File: src/rtl/video_stream_gen.sv
// Frame/line timing wrapper that drains an upstream line FIFO into a vsync/hsync/clken/Y pixel stream.
// state     | meaning
// IDLE      | waiting for gen_en at a frame boundary
// VSYNC     | vsync high for VS_LINES line periods
// VBACK     | back porch, V_BACK line periods, all outputs low
// LINE_WAIT | waiting for a full line in the FIFO
// ACTIVE    | reading H_ACTIVE pixels
// HBLANK    | H_BLANK idle cycles after each line
// VFRONT    | front porch, V_FRONT line periods, frame_done on the last cycle
module video_stream_gen #(
  parameter int H_ACTIVE = 640,
  parameter int V_ACTIVE = 480,
  parameter int H_BLANK  = 160,
  parameter int VS_LINES = 2,
  parameter int V_BACK   = 10,
  parameter int V_FRONT  = 10,
  parameter int LVL_W    = 11
) (
  input  logic             clk,
  input  logic             rst_n,
  input  logic             gen_en,
  input  logic [LVL_W-1:0] fifo_level,
  input  logic             fifo_empty,
  input  logic [7:0]       fifo_dout,
  output logic             fifo_rd_en,
  output logic             pre_frame_vsync,
  output logic             pre_frame_hsync,
  output logic             pre_frame_clken,
  output logic [7:0]       pre_img_Y,
  output logic             frame_done,
  output logic             underflow
);

  localparam int LINE_PERIOD = H_ACTIVE + H_BLANK;
  localparam int V_MAX_A = (V_ACTIVE > VS_LINES) ? V_ACTIVE : VS_LINES;
  localparam int V_MAX_B = (V_BACK > V_FRONT) ? V_BACK : V_FRONT;
  localparam int V_MAX   = (V_MAX_A > V_MAX_B) ? V_MAX_A : V_MAX_B;
  localparam int HW = $clog2(LINE_PERIOD + 1);
  localparam int VW = $clog2(V_MAX + 1);

  localparam logic [HW-1:0]    H_ACT_LAST  = HW'(H_ACTIVE - 1);
  localparam logic [HW-1:0]    H_BLK_LAST  = HW'(H_BLANK - 1);
  localparam logic [HW-1:0]    H_LINE_LAST = HW'(LINE_PERIOD - 1);
  localparam logic [VW-1:0]    VS_LAST     = VW'(VS_LINES - 1);
  localparam logic [VW-1:0]    VB_LAST     = VW'(V_BACK - 1);
  localparam logic [VW-1:0]    VA_LAST     = VW'(V_ACTIVE - 1);
  localparam logic [VW-1:0]    VF_LAST     = VW'(V_FRONT - 1);
  localparam logic [LVL_W-1:0] LVL_NEED    = LVL_W'(H_ACTIVE);

  typedef enum logic [2:0] {
    S_IDLE, S_VSYNC, S_VBACK, S_LINE_WAIT, S_ACTIVE, S_HBLANK, S_VFRONT
  } state_t;

  state_t          state_q, state_d;
  logic [HW-1:0]   h_cnt_q, h_cnt_d;
  logic [VW-1:0]   v_cnt_q, v_cnt_d;
  logic            vsync_q, rd_en_q, line_q, pix_bad_q, frame_done_q, underflow_q;
  logic            line_ok, frame_end_d;
  state_t          line_start;

  // A line may start on the same edge a porch/blank ends, so no LINE_WAIT cycle is spent when data is ready.
  assign line_ok    = fifo_level >= LVL_NEED;
  assign line_start = line_ok ? S_ACTIVE : S_LINE_WAIT;

  always_comb begin
    state_d = state_q;
    h_cnt_d = h_cnt_q;
    v_cnt_d = v_cnt_q;
    case (state_q)
      S_IDLE: begin
        if (gen_en) begin
          state_d = S_VSYNC;
          h_cnt_d = '0;
          v_cnt_d = '0;
        end
      end
      S_VSYNC: begin
        if (h_cnt_q == H_LINE_LAST) begin
          h_cnt_d = '0;
          if (v_cnt_q == VS_LAST) begin
            v_cnt_d = '0;
            state_d = (V_BACK > 0) ? S_VBACK : line_start;
          end else begin
            v_cnt_d = v_cnt_q + VW'(1);
          end
        end else begin
          h_cnt_d = h_cnt_q + HW'(1);
        end
      end
      S_VBACK: begin
        if (h_cnt_q == H_LINE_LAST) begin
          h_cnt_d = '0;
          if (v_cnt_q == VB_LAST) begin
            v_cnt_d = '0;
            state_d = line_start;
          end else begin
            v_cnt_d = v_cnt_q + VW'(1);
          end
        end else begin
          h_cnt_d = h_cnt_q + HW'(1);
        end
      end
      S_LINE_WAIT: begin
        h_cnt_d = '0;
        if (line_ok) state_d = S_ACTIVE;
      end
      S_ACTIVE: begin
        if (h_cnt_q == H_ACT_LAST) begin
          h_cnt_d = '0;
          state_d = S_HBLANK;
        end else begin
          h_cnt_d = h_cnt_q + HW'(1);
        end
      end
      S_HBLANK: begin
        if (h_cnt_q == H_BLK_LAST) begin
          h_cnt_d = '0;
          if (v_cnt_q == VA_LAST) begin
            v_cnt_d = '0;
            if (V_FRONT > 0) state_d = S_VFRONT;
            else             state_d = gen_en ? S_VSYNC : S_IDLE;
          end else begin
            v_cnt_d = v_cnt_q + VW'(1);
            state_d = line_start;
          end
        end else begin
          h_cnt_d = h_cnt_q + HW'(1);
        end
      end
      S_VFRONT: begin
        if (h_cnt_q == H_LINE_LAST) begin
          h_cnt_d = '0;
          if (v_cnt_q == VF_LAST) begin
            v_cnt_d = '0;
            state_d = gen_en ? S_VSYNC : S_IDLE;
          end else begin
            v_cnt_d = v_cnt_q + VW'(1);
          end
        end else begin
          h_cnt_d = h_cnt_q + HW'(1);
        end
      end
      default: state_d = S_IDLE;
    endcase
  end

  // Registered outputs are decoded from the next state so they line up with state_q.
  assign frame_end_d =
      (state_d == S_VFRONT && h_cnt_d == H_LINE_LAST && v_cnt_d == VF_LAST) ||
      ((V_FRONT == 0) && state_d == S_HBLANK && h_cnt_d == H_BLK_LAST && v_cnt_d == VA_LAST);

  always_ff @(posedge clk) begin
    if (!rst_n) begin
      state_q      <= S_IDLE;
      h_cnt_q      <= '0;
      v_cnt_q      <= '0;
      vsync_q      <= 1'b0;
      rd_en_q      <= 1'b0;
      line_q       <= 1'b0;
      pix_bad_q    <= 1'b0;
      frame_done_q <= 1'b0;
      underflow_q  <= 1'b0;
    end else begin
      state_q      <= state_d;
      h_cnt_q      <= h_cnt_d;
      v_cnt_q      <= v_cnt_d;
      vsync_q      <= (state_d == S_VSYNC);
      rd_en_q      <= (state_d == S_ACTIVE);
      line_q       <= rd_en_q;
      pix_bad_q    <= rd_en_q & fifo_empty;
      frame_done_q <= frame_end_d;
      if (state_d == S_VSYNC && state_q != S_VSYNC) underflow_q <= 1'b0;
      else if (rd_en_q && fifo_empty)               underflow_q <= 1'b1;
    end
  end

  assign fifo_rd_en      = rd_en_q;
  assign pre_frame_vsync = vsync_q;
  assign pre_frame_hsync = line_q;
  assign pre_frame_clken = line_q;
  // An underflowed read still occupies its slot but carries a zero pixel.
  assign pre_img_Y       = (line_q && !pix_bad_q) ? fifo_dout : 8'h00;
  assign frame_done      = frame_done_q;
  assign underflow       = underflow_q;

endmodule

File: config.mk
export PLATFORM = sky130hd
export DESIGN_NAME = video_stream_gen
export DESIGN_NICKNAME = d
export VERILOG_FILES = /design/src/rtl/video_stream_gen.sv
export SDC_FILE = /design/constraint.sdc
export NUM_CORES = 1
export LEC_CHECK = 0
export ABC_AREA = 1
export CAP_MARGIN = 20
export CORE_UTILIZATION = 30
export CTS_BUF_LIST = sky130_fd_sc_hd__clkbuf_4
export DETAILED_ROUTE_END_ITERATION = 10
export PLACE_DENSITY = 0.46
export SLEW_MARGIN = 30
export SYNTH_ARGS = -nofsm -noshare
export SYNTH_HDL_FRONTEND = slang
export SYNTH_SLANG_ARGS = --single-unit
File: constraint.sdc
create_clock -name clk -period 2.8 [get_ports clk]
set_input_delay 0.56 -clock clk [delete_from_list [all_inputs] [get_ports clk]]
set_output_delay 0.56 -clock clk [all_outputs]
set_load 0.01 [all_outputs]
* Word-level counts from Yosys, hierarchy flattened *
Index checks and enable logic that the tools add are counted.
Widths: inputs -> output; s select.

storage, ports and cells
  register bits = 28
  memories kept = 0
  bits in writable memories = 0
  bits in latches = 0
  logic and storage cells = 70
  output and inout port bits = 14
  input bits = 23
  bits in read-only memories = 0

cells by class
  eq/ne operators = 18
  magnitude comparators = 1
  reduce and logical (&&, ||, !) cells = 10
  divide/modulo/power cells = 0
  add/sub/neg operators = 2
  multiply operators = 0
  mux-type cells = 28
  shifts and indexed selects = 0
  bitwise logic cells = 2

operators by type and width
  operator               number
  $mux 9                 7
  $pmux 10 s5            1
  $mux 10                4
  $mux 3                 12
  $pmux 9 s4             1
  $eq 10x10->1 const B   3
  $pmux 3 s7             1
  $eq 9x4->1 const B     2
  $eq 3x3->1 const B     5
  $ge 11x10->1 const B   1
  $add 10x1->10 const B  1
  $eq 10x8->1 const B    1
  $add 9x1->9 const B    1
  $eq 9x1->1 const B     1
  $eq 9x9->1 const B     1
  $mux 8                 1
  $eq 3x1->1 const B     2
  $eq 3x2->1 const B     2
  $logic_and 1x1->1      5
  $reduce_or 2->1        2
  $logic_not 3->1        1
  $ne 3x1->1 const B     1
  $reduce_or 3->1        1
  $and 1x1->1            1
  3 further kinds        3

* Depth between registers and ports, before layout *
Gate-level depths: netlist (run 1).

  depth in word-level cells = 8
  mapped depth = 18
  mapped depth without buffers = 18

* Least setup slack after synthesis (run 1) *
Ideal clock, no wire load.

  kind = register to register
  start point = reg h_cnt_q[0]
  end point = reg frame_done_q, in the netlist frame_done
  library setup time = 0.064 ns
  period minus slack after synthesis = 1.753 ns
  setup slack = 1.047 ns
  data required time = 2.736 ns
  data arrival time = 1.689 ns
  path buffers = 0
  stages on the path, launching flop included = 12
  cell sequence = dfxtp_1 > ha_1 > nand3_2 > nor2_2 > nand2_2 > nand2_2 > nand3_2 > a21oi_1 > nand2_1 > nor3_1 > nand3_1 > nor2_1

between the ends
  longest elaborated chain between the ends = 6
  elaborated cells between the ends (all ways) = 24
  those cells by class = 1 x add/sub; 6 x eq/ne; 15 x mux; 2 x reduce/logical

RTL lines
  element                                            line         RTL
  start, declared                                    55           logic [HW-1:0] h_cnt_q, h_cnt_d;
  start signal, assigned                             165          h_cnt_q <= h_cnt_d;
  $add 10x1->10, or another cell as far along        --
  $mux 10, or another cell as far along              78, 91, 131
  $pmux 10 s5 / $pmux 3 s7 (equally long branches)   69           case (state_q)
  $eq 10x10->1 / $eq 3x3->1 (equally long branches)  149          (state_d == S_VFRONT && h_cnt_d == H_LINE_LAST && v_cnt_d == VF_LAST) ||
  $logic_and 1x1->1                                  149
  $logic_and 1x1->1 *                                149
  end signal, assigned                               171          frame_done_q <= frame_end_d;
  end, declared                                      57           logic vsync_q, rd_en_q, line_q, pix_bad_q, frame_done_q, underflow_q;

Mark *: on every way between the ends. The rest lies on a longest branch, timed or not.
A chain may end at the register's enable or synchronous reset.

* Worst setup path in the final report (run 1) *
Ends and elaborated chain as after synthesis.

==> results.txt, run 1 <==
status: finished, final reports clean
flop and latch count out of synthesis: 28
Adder-Cell Fraction of Synth Area: 1.73%
Die H: 87.1 microns
sequential-to-total area share from yosys stat: 25.8%
Num CTS Buffers: 3
Worst setup SP type: flop
nets@finish: 451
Synth Instances: 393
vias in the first global route: 2,316
R2R setup slack: 450 ps
ANT cells: 0
commonest cells in the netlist: 114 x nand2_1, 75 x nor2_1, 64 x inv_1, 36 x nand3_1, 28 x dfxtp_1
CP max-delay cell: dfxtp_1
FMAX: 0.426 GHz
Pwr Total: 808 uW
cell area power density: 307 nW/um^2
first-pass GRT wire length: 11,000 microns
Hold Crit Endpoint: underflow
Via density: 4.54
Crit Path Class: flop to flop
hold depth: 2
total global routing overflow: 0
count of cell types in the netlist: 30
post-CTS sizing: 0
max-slew violations: 0
Crit path largest cell delay: 410 ps
IO buf count: 29
unrepaired setup endpoints after global routing: false
Placeable Area: 6910 sq um
clock root cell: clkbuf_4
# H-tree levels: 1
layout cell share with drive strength beyond 1: 6.60%
syn_nets: 419
xor-xnor portion of the synthesized cell area: 1.21%
Remaining DRCs: 0
Synth area leader: dfxtp_1
reg2reg path depth: 11
Synth area leaders: dfxtp_1 26%, nand2_1 20%, nor2_1 13%
proportion of synthesized area in mux cells: 0%
Slew @ Worst Pin: 420 ps
CP bufs+invs: 0
DP Wirelength: 5350 microns
simple-gate share of the synthesized area: 47.8%
Avg Cell Area, Syn: 5.53 sq um
CP max FO: 5
compound-gate portion of the synthesized area: 9.84%
Worst Path Arrival: 2660 ps
Layout area overhead: 21.2%
Critical Path, Cell by Cell: ha_1, nand3_2, nor2_2, nand2_2, nand2_2, nand3_2, a21oi_1, nand2_1, nor3_1, nand3_1, nor2_1
Crit path max-delay family: simple AND/OR/NAND/NOR gates
Routed wire per std cell: 12.7 microns
Mapped Area: 2170 sq um
Final Skew: 19.0 ps
Slew HR: 71.9%
Syn. warnings: 0
Boundary Pins: 37
Fin Setup TNS: 0 ps
WP data required: 3120 ps
EDFF count, synth: 0
RePlAce Congestion: 0.905
final hold vios: 0
main combinational cell family by area after synthesis: simple AND/OR/NAND/NOR gates
Reg2Reg Launch Point: h_cnt_q[0]
largest net degree at the start of global routing: 21
most used flip-flop cell after synthesis: dfxtp_1
Reg clk slew, reported paths: 190 ps
total track usage: 18.7%
Synth async-reset ratio: 0%
via count: 2,362
Max-cap violations: 0
final critical-path required period: 2350 ps
fin crit share: 83.8%
row count: 30
LEAKAGE: 1.21 nW
Pre-antenna DRT Iters: 4
share of the synthesized area in the top cell type: 25.8%
clk_lat worst skew: 360 ps
hold_buf cts: 0
most common cell in the netlist: nand2_1
HP Class: flop to flop
Post-DRT Antenna Nets: 0
Starting Density: 31.5%
Clock Sinks: 28
die width: 87.1 microns
r2r endpoint: frame_done
Die Area: 7590 sq um
Final setup viols: 0
Post-CTS Setup Bufs: 0
CTS tree: built
clock buffer depth: 2
start point of the worst hold path: underflow
initial antenna violation count: 0
CP Capture Type: flop
Worst IR Drop VDD: 0.126 mV
final wirelength: 6590 microns
DRT iter0 DRCs: 88
-- worst max-delay path by stage --
| stage | to | slack, ps | startpoint | depth (start not counted) |
|---|---|---|---|---|
| CTS | frame_done | 440 | h_cnt_q[0] | 11 |
| global route | frame_done | 240 | h_cnt_q[0] | 11 |
| detailed placement | frame_done | 370 | gen_en | 11 |
| finish | frame_done | 450 | h_cnt_q[0] | 11 |
| floorplan | frame_done | 1050 | h_cnt_q[0] | 11 |
| global placement | frame_done | 350 | fifo_level[8] | 15 |
-- power breakdown --
part / internal, mW / total [mW] / leakage (nW) / switching [mW]
clock: 0.145 / 0.288 / 0.0279 / 0.143
combinational: 0.0443 / 0.112 / 0.958 / 0.0681
sequential: 0.404 / 0.408 / 0.226 / 0.00426
total: 0.593 / 0.808 / 1.21 / 0.215
-- stage by stage --
stage,instances,util [%],instance area [sq um],setup WS [ps],hold slack (ps)
final,520,38.1,2630,454,469
after global routing,520,38.1,2630,243,511
after CTS,520,38.1,2630,439,474
after detailed placement,516,37.4,2580,371,434
after global placement,516,37.4,2580,353,430
after floorplan,393,-,2170,1050,464
-- placed cells by master, fill, tap and decap left out, drive strengths merged --
cell,n
a22oi,3
clkdlybuf4s50,29
nor3,7
nor2,78
buf,3
a21oi,15
a31oi,3
xor2,3
o211ai,1
o31ai,1
bufinv,1
clkbuf,3
ha,3
nand3,39
nand4,4
nand2,118
a211oi,1
o21ai,9
dfxtp,28
a21boi,3
inv,72
-- layer usage --
metal	up-vias	wire length, microns	GRT usage (%)
met5	-	0	0
li1	1273	-	-
met4	0	117	5.81
met2	32	3280	33.9
met1	1049	2990	22.8
met3	8	199	2.65
-- worst reg2reg max path: cells and delay by family, from the launching register on --
kind | cells | cell delay [ps]
AO/OA/AOI/OAI | 1 | 330
adder cells (fa/ha/maj) | 1 | 230
AND/OR/NAND/NOR | 9 | 1370
flip-flops | 1 | 410
-- registers in the layout, summed over array words and instances, names as in the netlist --
name	flops
v_cnt_q	9
pre_frame_clken	1
h_cnt_q	10
state_q	3
underflow	1
frame_done	1
pix_bad_q	1
fifo_rd_en	1
pre_frame_vsync	1
-- final cells by class --
type                            count  area [sq um]
Fill cell                         821          4270
Clock buffer                        3          22.5
Multi-Input combinational cell    288          1320
Sequential cell                    28           561
Tap cell                           96           120
Clock inverter                      1          30.0
Inverter                           72           270
Timing Repair Buffer               32           313
-- kinds of logic after synthesis --
logic type,count (synthesis)
AOI/OAI and AO/OA,36
xor gates and xnor gates,3
adders and majority gates,3
buffers and inverters,77
DFF,28
and+or+nand+nor,246
(Power assumes the default switching activity.)
==> run 2, diff against run 1 <==
- PLACE_DENSITY: 0.46 -> 0.48
- clock period: 2.8 -> 2.1 ns (I/O delays scaled with it)
==> run 2 against run 1 <==
Net effect: clock skew is 3.8 ps lower; clock power is 32% higher; combinational power grew 66%; die area unchanged; worst setup slack lost 330 ps; first-iteration DRC count rose by 28%; non-clock buffer count grew 44; total power increased by 37%; register-to-register slack lost 330 ps; cell count grew 8.5%; count of clock-buffer cells in the layout did not move; critical path type unchanged; critical endpoint unchanged; highest routed layer unchanged.
==> results.txt, run 2 (synthesized netlist as in run 1, its figures left out) <==
Starting Density: 31.5%
layout cell share with drive strength beyond 1: 20.5%
commonest non-fill, non-tap cell in the layout: nand2_1
Die Area: 7590 sq um
Pre-antenna DRT Iters: 4
Hold WS: 466 ps
nets@finish: 495
RePlAce Congestion: 0.944
Crit Path Class: flop to flop
HP Class: flop to flop
fin crit share: 94.0%
Post-DP Area: 2900 sq um
LEAKAGE: 1.44 nW
Worst setup SP type: flop
Placeable Area: 6910 sq um
hold_buf cts: 0
Fin Setup TNS: 0 ps
max-slew violations: 0
Clock Sinks: 28
Boundary Pins: 37
hold depth: 2
Critical Path Start: h_cnt_q[0]
start point of the worst hold path: fifo_rd_en
Layout area overhead: 39.5%
via count: 2,521
Final setup viols: 0
Remaining DRCs: 0
CP Capture Type: flop
most frequent cells in the layout: 109 x nand2_1, 68 x nor2_1, 64 x inv_1
Reg2Reg Launch Point: h_cnt_q[0]
Placed Instances: 559
clock root cell: clkbuf_4
vias in the first global route: 2,269
DP Wirelength: 5390 microns
Hold Crit Endpoint: pre_frame_clken
Post-DRT Antenna Nets: 0
Max-cap violations: 0
final hold vios: 0
CTS tree: built
reg2reg path depth: 14
status: finished, final reports clean
FMAX: 0.507 GHz
CP max FO: 3
ANT cells: 0
total global routing overflow: 0
largest net degree at the start of global routing: 21
Largest register FFs: 10
IO buf count: 29
Worst IR Drop VDD: 0.166 mV
r2r endpoint: frame_done
Pwr Total: 1.11 mW
Largest regs: h_cnt_q: 10 flops, v_cnt_q: 9 flops, state_q: 3 flops
R2R setup slack: 130 ps
Routed wire per std cell: 11.8 microns
Die H: 87.1 microns
Via density: 4.47
first-pass GRT wire length: 11,000 microns
row count: 30
Worst Path Arrival: 2280 ps
initial antenna violation count: 0
clock buffer depth: 2
total track usage: 18.9%
# H-tree levels: 1
Num CTS Buffers: 3
Reg clk slew, reported paths: 180 ps
clk_lat worst skew: 350 ps
design area: 3030 sq um
Biggest register: h_cnt_q
Slew HR: 78.6%
Slew @ Worst Pin: 318 ps
die width: 87.1 microns
final wirelength: 6650 microns
Final Skew: 15.2 ps
Non-Filler Instances: 564
DRT iter0 DRCs: 113
final critical-path required period: 1970 ps
WP data required: 2410 ps
cell area power density: 366 nW/um^2
run 2: cell count changes in the layout (fill, tap and decap cells not counted), moves of 2 or more:
cell / before / now
nand2_2: 3 / 8
nand3_2: 3 / 6
nor2_2: 3 / 9
dfxtp_4: 0 / 2
dfxtp_1: 28 / 20
nand2_1: 114 / 109
nor2_1: 75 / 68
dfxtp_2: 0 / 6
nand3_1: 36 / 33
buf_4: 3 / 47
run 2: per-stage QoR:
stage / setup WS (ps) / util (%)
after floorplan: 347 / -
after global placement: -95.6 / 42.0
after detailed placement: -89.8 / 42.0
after CTS: 14.1 / 42.9
after global routing: -25.1 / 43.9
final: 127 / 43.9
run 2: report_power, final:
part	switching (mW)	total [mW]	leakage [nW]	internal (mW)
logic	0.0985	0.186	1.18	0.0879
registers	0.00559	0.542	0.231	0.537
clock network	0.188	0.381	0.0279	0.193
run 2: how the worst max path moves through the flow:
stage | end | depth (start not counted)
3_5_place_dp | frame_done | 9
3_3_place_gp | frame_done | 9
5_1_grt | underflow | 14
6_report | frame_done | 14
2_1_floorplan | frame_done | 11
4_1_cts | frame_done | 14
run 2: area by class of cell:
| cell class | instances | area [sq um] |
|---|---|---|
| clock buffer | 3 | 22.5 |
| inverter | 72 | 270 |
| multi-input combinational | 288 | 1370 |
| timing repair buffer | 76 | 643 |
| clock inverter | 1 | 30.0 |
| tap | 96 | 120 |
| sequential | 28 | 576 |
| fill | 775 | 3870 |
run 2: metal layers:
metal / share of wire [%] / vias to the layer above / GRT usage [%] / routed length [microns]
li1: - / 1366 / - / -
met1: 47 / 1127 / 24.1 / 3110
met2: 49 / 22 / 34.1 / 3290
met3: 2.2 / 6 / 2.37 / 147
met4: 1.6 / 0 / 4.02 / 104
met5: 0 / - / 0 / 0
run 2: critical path: stages (launching register included):
cell,delay [ps]
dfxtp_2,370
ha_2,190
nand3_2,110
nor2_4,140
nand2_2,80
buf_4,150
nor2_2,130
nand2_1,80
o21ai_1,80
nand2_1,80
nand3_2,130
nand2_1,80
nor2_2,120
nand3_1,90
nor2_1,90
run 2: timing repair:
item / CTS / global route
setup endpoints to repair: 1 / 10
setup buffers: 0 / 1
gates resized for setup: 1 / 26
pin swaps: 0 / 3
